===== src/rtl/send_data_fsm_if.sv =====
// Signal bundle between the dump sequencer and its surroundings: debug-unit
// control, memory read port and UART transmitter handshake.
`timescale 1ns/1ps
interface send_data_fsm_if #(
    parameter int UART_BITS  = 8,
    parameter int ADDRS_BITS = 7,
    parameter int DATA_BITS  = 4 * UART_BITS
);
    logic                  i_start;
    logic [UART_BITS-1:0]  i_count;
    logic [ADDRS_BITS-1:0] o_mem_addr;
    logic [DATA_BITS-1:0]  i_mem_data;
    logic                  o_tx_start;
    logic [UART_BITS-1:0]  o_tx_data;
    logic                  i_tx_done;
    logic                  o_busy;
    logic                  o_done;

    modport master (
        input  i_start, i_count, i_mem_data, i_tx_done,
        output o_mem_addr, o_tx_start, o_tx_data, o_busy, o_done
    );

    modport slave (
        output i_start, i_count, i_mem_data, i_tx_done,
        input  o_mem_addr, o_tx_start, o_tx_data, o_busy, o_done
    );
endinterface


===== src/rtl/send_data_fsm.sv =====
// Debug-unit transmit sequencer: sends a word count byte, then each memory
// word as four bytes MSB first, through the UART TX start/done handshake.
`timescale 1ns/1ps
module send_data_fsm #(
    parameter int UART_BITS  = 8,
    parameter int ADDRS_BITS = 7,
    parameter int DATA_BITS  = 4 * UART_BITS
) (
    input  logic               clk,
    input  logic               rst,
    send_data_fsm_if.master    bus
);

    typedef enum logic [2:0] {
        IDLE, SEND_CNT, WAIT_CNT, READ, LOAD, SEND_BYTE, WAIT_BYTE, DONE
    } state_t;

    localparam logic [UART_BITS:0] WORD_ONE = 1;

    state_t                state_q,    state_d;
    logic [UART_BITS-1:0]  cnt_q,      cnt_d;
    logic [UART_BITS:0]    word_q,     word_d;
    logic [1:0]            byte_idx_q, byte_idx_d;
    logic [DATA_BITS-1:0]  shift_q,    shift_d;
    logic [ADDRS_BITS-1:0] addr_q,     addr_d;
    logic [UART_BITS-1:0]  tx_data_q,  tx_data_d;

    always_ff @(posedge clk or negedge rst) begin
        if (!rst) begin
            state_q    <= IDLE;
            cnt_q      <= '0;
            word_q     <= '0;
            byte_idx_q <= '0;
            shift_q    <= '0;
            addr_q     <= '0;
            tx_data_q  <= '0;
        end else begin
            state_q    <= state_d;
            cnt_q      <= cnt_d;
            word_q     <= word_d;
            byte_idx_q <= byte_idx_d;
            shift_q    <= shift_d;
            addr_q     <= addr_d;
            tx_data_q  <= tx_data_d;
        end
    end

    // The address is loaded on entry to READ so that read data is already
    // valid when LOAD samples it one cycle later.
    always_comb begin
        state_d    = state_q;
        cnt_d      = cnt_q;
        word_d     = word_q;
        byte_idx_d = byte_idx_q;
        shift_d    = shift_q;
        addr_d     = addr_q;
        tx_data_d  = tx_data_q;
        case (state_q)
            IDLE: begin
                if (bus.i_start) begin
                    cnt_d     = bus.i_count;
                    word_d    = '0;
                    addr_d    = '0;
                    tx_data_d = bus.i_count;
                    state_d   = SEND_CNT;
                end
            end
            SEND_CNT: state_d = WAIT_CNT;
            WAIT_CNT: begin
                if (bus.i_tx_done) begin
                    if (cnt_q == '0) begin
                        state_d = DONE;
                    end else begin
                        addr_d  = word_q[ADDRS_BITS-1:0];
                        state_d = READ;
                    end
                end
            end
            READ: state_d = LOAD;
            LOAD: begin
                shift_d    = bus.i_mem_data;
                byte_idx_d = '0;
                tx_data_d  = bus.i_mem_data[DATA_BITS-1 -: UART_BITS];
                state_d    = SEND_BYTE;
            end
            SEND_BYTE: state_d = WAIT_BYTE;
            WAIT_BYTE: begin
                if (bus.i_tx_done) begin
                    shift_d    = shift_q << UART_BITS;
                    byte_idx_d = byte_idx_q + 2'd1;
                    if (byte_idx_q != 2'd3) begin
                        tx_data_d = shift_q[DATA_BITS-UART_BITS-1 -: UART_BITS];
                        state_d   = SEND_BYTE;
                    end else begin
                        word_d = word_q + WORD_ONE;
                        if (word_d == {1'b0, cnt_q}) begin
                            state_d = DONE;
                        end else begin
                            addr_d  = word_d[ADDRS_BITS-1:0];
                            state_d = READ;
                        end
                    end
                end
            end
            DONE:    state_d = IDLE;
            default: state_d = IDLE;
        endcase
    end

    always_comb begin
        bus.o_tx_start = (state_q == SEND_CNT) || (state_q == SEND_BYTE);
        bus.o_busy     = (state_q != IDLE);
        bus.o_done     = (state_q == DONE);
        bus.o_tx_data  = tx_data_q;
        bus.o_mem_addr = addr_q;
    end

endmodule

===== src/flat_wrapper.sv =====
// flat-port wrapper written by rule: the top's interface ports become plain ports
module send_data_fsm_flat 
#(
    parameter int UART_BITS  = 8,
    parameter int ADDRS_BITS = 7,
    parameter int DATA_BITS  = 4 * UART_BITS
)
  (clk, rst, bus_i_start, bus_i_count, bus_i_mem_data, bus_i_tx_done, bus_o_mem_addr, bus_o_tx_start, bus_o_tx_data, bus_o_busy, bus_o_done);
  send_data_fsm_if #(.UART_BITS(UART_BITS), .ADDRS_BITS(ADDRS_BITS), .DATA_BITS(DATA_BITS)) bus_i ();
  input  logic clk;
  input  logic rst;
  input wire logic [$bits(bus_i.i_start)-1:0] bus_i_start;
  input wire logic [$bits(bus_i.i_count)-1:0] bus_i_count;
  input wire logic [$bits(bus_i.i_mem_data)-1:0] bus_i_mem_data;
  input wire logic [$bits(bus_i.i_tx_done)-1:0] bus_i_tx_done;
  output wire logic [$bits(bus_i.o_mem_addr)-1:0] bus_o_mem_addr;
  output wire logic [$bits(bus_i.o_tx_start)-1:0] bus_o_tx_start;
  output wire logic [$bits(bus_i.o_tx_data)-1:0] bus_o_tx_data;
  output wire logic [$bits(bus_i.o_busy)-1:0] bus_o_busy;
  output wire logic [$bits(bus_i.o_done)-1:0] bus_o_done;
  assign bus_i.i_start = bus_i_start;
  assign bus_i.i_count = bus_i_count;
  assign bus_i.i_mem_data = bus_i_mem_data;
  assign bus_i.i_tx_done = bus_i_tx_done;
  assign bus_o_mem_addr = bus_i.o_mem_addr;
  assign bus_o_tx_start = bus_i.o_tx_start;
  assign bus_o_tx_data = bus_i.o_tx_data;
  assign bus_o_busy = bus_i.o_busy;
  assign bus_o_done = bus_i.o_done;
  send_data_fsm #(.UART_BITS(UART_BITS), .ADDRS_BITS(ADDRS_BITS), .DATA_BITS(DATA_BITS)) u_core (.clk(clk), .rst(rst), .bus(bus_i));
endmodule

===== config.mk =====
export PLATFORM = sky130hd
export DESIGN_NAME = send_data_fsm_flat
export DESIGN_NICKNAME = d
export VERILOG_FILES = /design/src/rtl/send_data_fsm_if.sv /design/src/rtl/send_data_fsm.sv /design/src/flat_wrapper.sv
export SDC_FILE = /design/constraint.sdc
export NUM_CORES = 1
export LEC_CHECK = 0
export CAP_MARGIN = 20
export CORE_MARGIN = 2
export CORE_UTILIZATION = 45
export CTS_BUF_LIST = sky130_fd_sc_hd__clkbuf_4 sky130_fd_sc_hd__clkbuf_8
export DETAILED_ROUTE_END_ITERATION = 8
export DONT_BUFFER_PORTS = 1
export GPL_ROUTABILITY_DRIVEN = 0
export GPL_TIMING_DRIVEN = 0
export PLACE_DENSITY = 0.64
export SYNTH_ARGS = -nofsm -noshare
export SYNTH_HDL_FRONTEND = slang
export SYNTH_SLANG_ARGS = --single-unit

===== constraint.sdc =====
create_clock -name clk -period 3.5 [get_ports clk]
set_input_delay 0.525 -clock clk [delete_from_list [all_inputs] [get_ports clk]]
set_output_delay 0.525 -clock clk [all_outputs]
set_load 0.05 [all_outputs]

==> metrics.yaml, run 1 <==
status:
  status: "finished clean"
placement:
  postPlaceCellArea_sq_um: 3400
  place_hpwl_um: 5410
  port_buffers: 0
hold_path:
  hp-class: "in -> async"
run:
  maxCapViolCount: 0
critical_path:
  cp_max_fo: 10
  crit_type: "reg -> reg"
  cp-start-kind: "flip-flop"
  cp.arrival_ps: 2700
  worstPathRequired_ps: 3730
  crit_path_end_kind: "flip-flop"
route:
  dr.max_layer_used: "met4"
  vias: 2482
  wl_met3_um: 462
  wl_per_cell_um: 16.1
  wirelength_met1_um: 3170
  dr_wl_met2_um: 3640
  avgViaCountPerCell: 5.41
  postRouteAntennaNets: 0
  routed_wl_um: 7390
  first_pass_iters: 4
  first_iter_violations: 109
  drc_errors: 0
power:
  p_leak_nw: 1.54
  p_total_mw: 3.01
  power.density_nw_per_um2: 831
  vdd_drop_max_uv: 459
sta:
  final_max_slew_viol_count: 0
  fin_tns_setup_ps: 0
  setup_viol: 0
  hold_viol_final: 0
  fmax_mhz: 406
  finalCriticalPeriod_ps: 2470
  fin_crit_sh_pct: 70.5
  rsz0062_at_grt: "false"
  tightest_slew_ps: 1050
  relSlewSlack_pct: 29.8
  fin_skew_ps: 8.33
  timing.hold.ws_ps: 32.0
global_routing:
  grt_max_degree: 62
  grt_pass1_vias: 2507
  grt_use_total_pct: 20.1
  gr-total-overflow: 0
  antenna_found_initial: 0
  grt_pass1_wl_um: 12200
clock_network:
  clk_pin_slew_ps: 70
  clk_latency_ps: 350
  ctsResizeCount: 0
  cts_root_buffer: "clkbuf_8"
  cts_tree: "yes"
  cts_buffers: 9
  cts_setup_buffers: 0
  clk_path_buf_depth: 2
  htree_levels: 3
  cts_sinks: 61
final_layout:
  antenna_cells: 0
  syn_to_final_growth_pct: 10.7
  nets: 401
  layout_commonest_cell: "nand2_1"
  design_area_sq_um: 3620
  drive_gt1_share_pct: 10.8
  final_cell_mix: "68 x nand2_1, 61 x dfrtp_1, 29 x o21ai_0"
floorplan:
  die_area_sq_um: 7970
  pin_count: 62
  start_util_pct: 45.9
  die_w_um: 89.3
  rows: 31
  die_y_um: 89.3
  core_region_area_sq_um: 7140
synth:
  yosys_warnings: 0
  synth_area_per_cell_sq_um: 9.54
  yosysSeqAreaShare_pct: 46.6
  yosysUniqueCellTypes: 47
  netlist_instances: 343
  synth-main-ff-cell: "dfrtp_1"
  synth_edf_count: 0
  ys_ff_latch: 61
  synth_nets: 389
  syn_area_sq_um: 3270
  async_reset_ff_share_pct: 100
==> layout make-up <==
class	count	area, sq um
clock buffers	9	124
plain buffers	24	111
fillers	699	3510
clock inverters	7	75.1
repair buffers	1	27.5
flip-flops and latches	61	1530
multi-input cells	253	1620
inverters	5	18.8
well taps	99	124
==> timing repair <==
action	in CTS	in global routing
hold endpoints to repair	61	0
hold buffers	1	0
endpoints found under the setup margin	0	0
==> kinds of logic after synthesis <==
group / count (synthesis) / synth area share [%]
AND/OR/NAND/NOR: 126 / 17.7
flip-flops: 61 / 46.6
buffers and inverters: 29 / 3.98
adder cells (fa/ha/maj): 2 / 0.764
XOR/XNOR: 17 / 4.55
AO/OA/AOI/OAI: 75 / 15.2
multiplexers: 33 / 11.2
==> final timing paths <==
kind	startpoint	to	slack [ps]	cells after the start
min in group clk	bus_i_count[0]	u_core.cnt_q[0]	280	2
worst min-delay path	rst	u_core.state_q[2]	30	1
worst max-delay path	u_core.word_q[1]	u_core.bus.o_mem_addr[6]	1030	7
worst max register to register	u_core.word_q[1]	u_core.bus.o_mem_addr[6]	1030	7
worst min register to register	u_core.shift_q[8]	u_core.shift_q[8]	480	2
max in group asynchronous	rst	u_core.byte_idx_q[0]	3200	1
==> flip-flops by register name, summed over array words and instances, names as in the netlist <==
register,count
u_core.shift_q,24
u_core.word_q,9
u_core.bus.o_tx_data,8
u_core.cnt_q,8
u_core.bus.o_mem_addr,7
u_core.state_q,3
u_core.byte_idx_q,2
==> report_power, final <==
group / internal (mW) / switching (mW) / total [mW]
combinational: 0.422 / 0.644 / 1.07
sequential: 0.954 / 0.350 / 1.30
clock: 0.330 / 0.309 / 0.639
total: 1.71 / 1.30 / 3.01
==> through the flow <==
stage               utilization (%)  worst slack, ps  instances
detailed placement             47.6             1070        442
finish                         50.8             1030        459
CTS                            50.8             1050        459
floorplan                         -             1360        343
global route                   50.8              941        459
global placement               47.6             1120        442
==> cells in the mapped netlist, types with 2 or more instances <==
cell type | number | area, sq um
mux2_4 | 7 | 105
buf_4 | 2 | 15.0
buf_1 | 2 | 7.51
nand3_1 | 6 | 30.0
o21ai_0 | 29 | 145
ha_1 | 2 | 25.0
xnor2_1 | 11 | 96.3
o21ai_1 | 8 | 40.0
a22o_1 | 9 | 78.8
a21oi_1 | 11 | 55.1
nand2b_1 | 7 | 43.8
a21o_1 | 2 | 15.0
nor4_1 | 2 | 12.5
clkbuf_1 | 14 | 52.6
buf_2 | 5 | 25.0
xor2_1 | 6 | 52.6
mux2i_1 | 25 | 250
o31ai_1 | 3 | 22.5
nand4_1 | 3 | 18.8
nand2_1 | 68 | 255
and3_1 | 2 | 12.5
a211o_1 | 2 | 17.5
inv_1 | 4 | 15.0
dfrtp_1 | 61 | 1530
o41ai_1 | 5 | 43.8
nor3_1 | 3 | 15.0
nor2_1 | 24 | 90.1
==> per-layer routing <==
layer | up-vias | GRT usage, %
met5 | - | 0
met4 | 0 | 6.92
li1 | 1217 | -
met2 | 58 | 33.2
met1 | 1195 | 24.4
met3 | 12 | 7.20
==> worst max-delay path, cell delays in order (launching register included) <==
cell and delay (ps):
dfrtp_1 480, ha_1 250, buf_2 240, nor3b_1 240
o221ai_1 180, a2111oi_4 440, a21oi_4 190, mux2_4 330
(Power assumes the default switching activity.)
==> inputs of run 2 (changes only) <==
ABC_AREA = 1   (was unset)
clock period = 2.35 ns   (was 3.5 ns; I/O delays follow)
==> run 2 against run 1 <==
Effect of this change: die area shrank 4.2%; sequential cell count is the same; largest cell class is now registers; clock skew is essentially flat; sequential power grew 65%; highest routed layer unchanged; largest power group unchanged; non-clock buffer count shrank 10; clock power grew 66%; via count grew 8.6%; power grew 69%.
==> metrics.yaml, run 2 <==
status:
  status: "finished clean"
route:
  first_iter_violations: 141
  drc_errors: 0
  avgViaCountPerCell: 5.48
  first_pass_iters: 4
  routed_wl_um: 7550
  wl_per_cell_um: 15.4
  postRouteAntennaNets: 0
  vias: 2695
final_layout:
  regMostFlops: "u_core.shift_q"
  layout_commonest_cell: "nand2_1"
  largest_register_ffs: 24
  nets: 453
  reg_top3: "u_core.shift_q (24), u_core.word_q (9)"
  post-route-util_pct: 51.6
  syn_to_final_growth_pct: 11.6
  design_area_sq_um: 3490
  drive_gt1_share_pct: 9.71
  antenna_cells: 0
  final_cell_mix: "118 x nand2_1, 61 x dfrtp_1, 49 x nor2_1"
critical_path:
  cp-start-kind: "flip-flop"
  worstPathRequired_ps: 2580
  timing.rr.end: "u_core.word_q[6]"
  cp.arrival_ps: 2310
  r2r_cells: 10
  rrSetupSlack_ps: 270
  r2r_start: "u_core.state_q[1]"
  crit_type: "reg -> reg"
  cp_max_fo: 8
  crit_path_end_kind: "flip-flop"
power:
  vdd_drop_max_uv: 598
  p_leak_nw: 1.66
  power.density_nw_per_um2: 1450
hold_path:
  min_to: "u_core.shift_q[6]"
  min-delay-start: "bus_i_mem_data[6]"
  hp-class: "in -> reg"
  hold_depth: 2
synth:
  synth_edf_count: 0
  synth_top_cell_by_area: "dfrtp_1"
  yosys-top-cells-count: "118 x nand2_1, 61 x dfrtp_1, 49 x nor2_1, 34 x inv_1, 23 x nand3_1"
  synth_top_area_share_pct: 48.8
  synth_nets: 440
  async_reset_ff_share_pct: 100
  ys_top_cells_by_area: "dfrtp_1 49%, nand2_1 14%, nor2_1 5.9%"
  yosysUniqueCellTypes: 31
  netlist_instances: 394
  yosysSeqAreaShare_pct: 48.8
  ys_ff_latch: 61
  synth_area_per_cell_sq_um: 7.94
  syn_area_sq_um: 3130
  synth-main-ff-cell: "dfrtp_1"
  yosys_warnings: 0
  post-synth-top-count-cell: "nand2_1"
sta:
  fin_tns_setup_ps: 0
  finalCriticalPeriod_ps: 2080
  tightest_slew_ps: 901
  setup_viol: 0
  rsz0062_at_grt: "false"
  hold_viol_final: 0
  relSlewSlack_pct: 39.7
  fin_skew_ps: 8.55
  fin_crit_sh_pct: 88.6
  final_max_slew_viol_count: 0
  fmax_mhz: 481
floorplan:
  rows: 30
  core_region_area_sq_um: 6760
  pin_count: 62
  start_util_pct: 46.3
  die_area_sq_um: 7630
  die_w_um: 87.4
  die_y_um: 87.4
global_routing:
  gr-total-overflow: 0
  grt_max_degree: 62
  grt_pass1_vias: 2719
  grt_use_total_pct: 21.5
  grt_pass1_wl_um: 12600
  antenna_found_initial: 0
run:
  maxCapViolCount: 0
clock_network:
  clk_path_buf_depth: 2
  clk_latency_ps: 350
  cts_root_buffer: "clkbuf_8"
  cts_sinks: 61
  cts_tree: "yes"
  clk_pin_slew_ps: 80
  htree_levels: 3
  ctsResizeCount: 0
  cts_buffers: 9
placement:
  port_buffers: 0
  place_hpwl_um: 5520
  postPlaceCellArea_sq_um: 3230
-- run 2: cell count changes after synthesis, moves of 17 or more --
cell,before,now
o22ai_1,0,18
nor2_1,24,49
mux2i_1,25,0
inv_1,4,34
nand2_1,68,118
nand3_1,6,23
-- run 2: power breakdown --
part	total [mW]	internal [mW]	leakage, nW	switching, mW
clock	1.06	0.600	0.102	0.460
sequential	2.14	1.50	0.761	0.644
combinational	1.87	0.639	0.794	1.23
-- run 2: through the flow --
step	hold slack [ps]	total power, mW	std cells	setup slack, ps
global placement	58.4	3.95	474	299
global route	108	5.43	492	44.0
detailed placement	58.7	4.00	474	268
floorplan	56.9	3.58	394	621
CTS	105	5.09	492	260
finish	117	5.07	492	269
-- run 2: what timing repair did --
item / 4_1_cts / 5_1_grt
hold buffers: 2 / 0
setup buffers: 0 / 0
endpoints found under the hold margin: 61 / 0
endpoints found under the setup margin: 0 / 0
-- run 2: critical path, cell delays in order, from the launching register on --
cell,delay (ps)
dfrtp_1,430
inv_2,150
nand2_1,120
nor2_1,130
inv_1,240
nor2_1,340
inv_1,200
nand2_4,180
inv_2,60
nand2_1,50
o21ai_0,70
-- run 2: logic make-up after synthesis --
group / count (synthesis) / share of synthesized area, %
AO/OA/AOI/OAI: 65 / 12.6
XOR/XNOR: 2 / 0.560
flip-flops: 61 / 48.8
AND/OR/NAND/NOR: 214 / 30.7
adder cells (fa/ha/maj): 2 / 0.800
buffers and inverters: 50 / 6.48
-- run 2: cell type report --
class / count / area [sq um]
Clock buffer: 9 / 124
Timing Repair Buffer: 2 / 37.5
Multi-Input combinational cell: 283 / 1400
Tap cell: 80 / 100
Buffer: 13 / 63.8
Inverter: 37 / 139
Fill cell: 660 / 3270
Clock inverter: 7 / 100
Sequential cell: 61 / 1530
-- run 2: worst max-delay path by stage --
| stage | from | end | cells after the start |
|---|---|---|---|
| after CTS | u_core.state_q[1] | u_core.word_q[6] | 10 |
| after global routing | u_core.state_q[1] | u_core.word_q[6] | 10 |
| after detailed placement | u_core.state_q[1] | u_core.word_q[6] | 10 |
| after floorplan | u_core.state_q[1] | u_core.word_q[6] | 10 |
| final | u_core.state_q[1] | u_core.word_q[6] | 10 |
| after global placement | u_core.state_q[1] | u_core.word_q[6] | 10 |
-- run 2: per-layer routing --
layer  GRT usage, %  vias to the layer above  share of wire, %
li1               -                     1331                 -
met1           24.5                     1263                41
met2           36.4                       88                50
met3           6.64                       13               6.2
met4           10.6                        0               2.0
met5              0                        -                 0
==> inputs of run 3 (changes only) <==
==> constraint.sdc (replaced) <==
create_clock -name clk -period 2.35 [get_ports clk]
set_input_delay 0.1175 -clock clk [delete_from_list [all_inputs] [get_ports clk]]
set_output_delay 0.1175 -clock clk [all_outputs]
set_load 0.05 [all_outputs]
==> run 3 against run 2 <==
Effect of this change: global-route usage grew 1.4 points; final cell count rose by 8.1%; design area rose by 11%; combinational power up 4%; sequential share of layout area down 4.5 points; die area is the same; critical path type unchanged; largest cell class unchanged; highest routed layer unchanged.
==> metrics.yaml, run 3 (synthesis results as in run 2) <==
final_layout:
  antenna_cells: 0
  post-route-util_pct: 57.6
  largest_register_ffs: 24
  syn_to_final_growth_pct: 24.4
  layout_commonest_cell: "nand2_1"
  regMostFlops: "u_core.shift_q"
  drive_gt1_share_pct: 8.85
  nets: 493
  final_cell_mix: "118 x nand2_1, 61 x dfrtp_1, 49 x nor2_1"
  reg_top3: "u_core.shift_q (24), u_core.word_q (9)"
power:
  vdd_drop_max_uv: 611
  power.share.sequential_pct: 41.6
  p_leak_nw: 1.82
  p_sw_mw: 2.38
  netSwitchingFraction_pct: 46.1
  clkPwrFrac_pct: 20.5
  pwr-share-comb_pct: 37.8
  internal_power_mw: 2.78
  power.density_nw_per_um2: 1330
route:
  drc_errors: 0
  routed_wl_um: 8090
  first_iter_violations: 169
  first_pass_iters: 4
  postRouteAntennaNets: 0
  wl_per_cell_um: 15.2
  vias: 2912
  avgViaCountPerCell: 5.47
placement:
  port_buffers: 0
  place_hpwl_um: 5520
status:
  status: "finished clean"
critical_path:
  crit_chain: "inv_2, nand2_1, nor2_1, inv_1, nor2_1, inv_1, nand2_4, inv_2, nand2_1, o21ai_0"
  worst_path_largest_cell_delay_ps: 430
  cp.arrival_ps: 2360
  crit_buf_inv: 4
  cp_max_fo: 8
  cp-start-kind: "flip-flop"
  crit_family: "simple AND/OR/NAND/NOR gates"
  worstPathRequired_ps: 2590
  crit_type: "reg -> reg"
  crit_path_end_kind: "flip-flop"
  rrSetupSlack_ps: 230
  r2r_cells: 10
  crit_slowest_cell: "dfrtp_1"
  path_depth: 10
clock_network:
  clk_pin_slew_ps: 80
  cts_root_buffer: "clkbuf_8"
  cts_buffers: 9
  htree_levels: 3
  clk_latency_ps: 350
  cts_tree: "yes"
  cts_sinks: 61
  clk_path_buf_depth: 2
  ctsResizeCount: 0
global_routing:
  grt_pass1_vias: 2975
  grt_max_degree: 62
  antenna_found_initial: 0
  gr-total-overflow: 0
  grt_use_total_pct: 22.9
  grt_pass1_wl_um: 13600
sta:
  fin_tns_setup_ps: 0
  fin_skew_ps: 7.70
  final_max_slew_viol_count: 0
  fmax_mhz: 472
  hold_viol_final: 0
  setup_viol: 0
  finalCriticalPeriod_ps: 2120
  rsz0062_at_grt: "false"
  fin_crit_sh_pct: 90.2
  tightest_slew_ps: 903
  relSlewSlack_pct: 39.6
floorplan:
  die_area_sq_um: 7630
  die_y_um: 87.4
  die_w_um: 87.4
  rows: 30
  start_util_pct: 46.3
  core_region_area_sq_um: 6760
  pin_count: 62
hold_path:
  hp-class: "in -> reg"
  hold_depth: 2
run:
  maxCapViolCount: 0
==> run 3: power by group through the flow <==
stage	sequential, mW	combinational, mW	clock, mW
2_1_floorplan	2.08	1.50	0
3_3_place_gp	2.14	1.81	0
3_5_place_dp	2.16	1.84	0
4_1_cts	2.14	1.94	1.07
5_1_grt	2.20	2.19	1.12
6_report	2.15	1.95	1.06
==> run 3: worst register-to-register path: cells and delay by family (launching register included) <==
family | cells | cell delay, ps
buffers and inverters | 4 | 650
flip-flops | 1 | 430
AO/OA/AOI/OAI | 1 | 70
AND/OR/NAND/NOR | 5 | 860
==> run 3: timing repair <==
action                    in CTS  in global routing
setup buffers                  0                  0
hold buffers                  42                  0
hold endpoints to repair     103                  0
==> run 3: cell type report <==
type,count,area (sq um)
sequential,61,1530
multi-input combinational,283,1400
timing repair buffer,42,438
buffer,13,63.8
clock buffer,9,124
tap,80,100
fill,606,2870
inverter,37,139
clock inverter,7,100
==> run 3: per-stage QoR <==
step	hold slack (ps)	instances	setup WS (ps)	power (mW)	cell area, sq um
detailed placement	-176	474	268	4.00	3230
CTS	0.605	532	260	5.15	3890
global route	13.5	532	38.7	5.52	3890
floorplan	-178	394	621	3.58	3130
global placement	-177	474	299	3.95	3230
finish	3.86	532	230	5.16	3890
==> run 3: metal layers <==
layer / up-vias / track usage (%) / part of all wire, %
li1: 1411 / - / -
met5: - / 0 / 0
met4: 0 / 10.8 / 3.0
met3: 23 / 5.40 / 5.1
met1: 1376 / 25.7 / 41
met2: 102 / 40.8 / 51
==> run 3: path summary, 6_finish.rpt <==
path | startpoint | endpoint
max | u_core.state_q[1] | u_core.word_q[6]
min | bus_i_mem_data[23] | u_core.shift_q[23]
max reg2reg | u_core.state_q[1] | u_core.word_q[6]
min reg2reg | u_core.shift_q[0] | u_core.shift_q[0]
max in group asynchronous | rst | u_core.shift_q[0]
min in group asynchronous | rst | u_core.word_q[6]
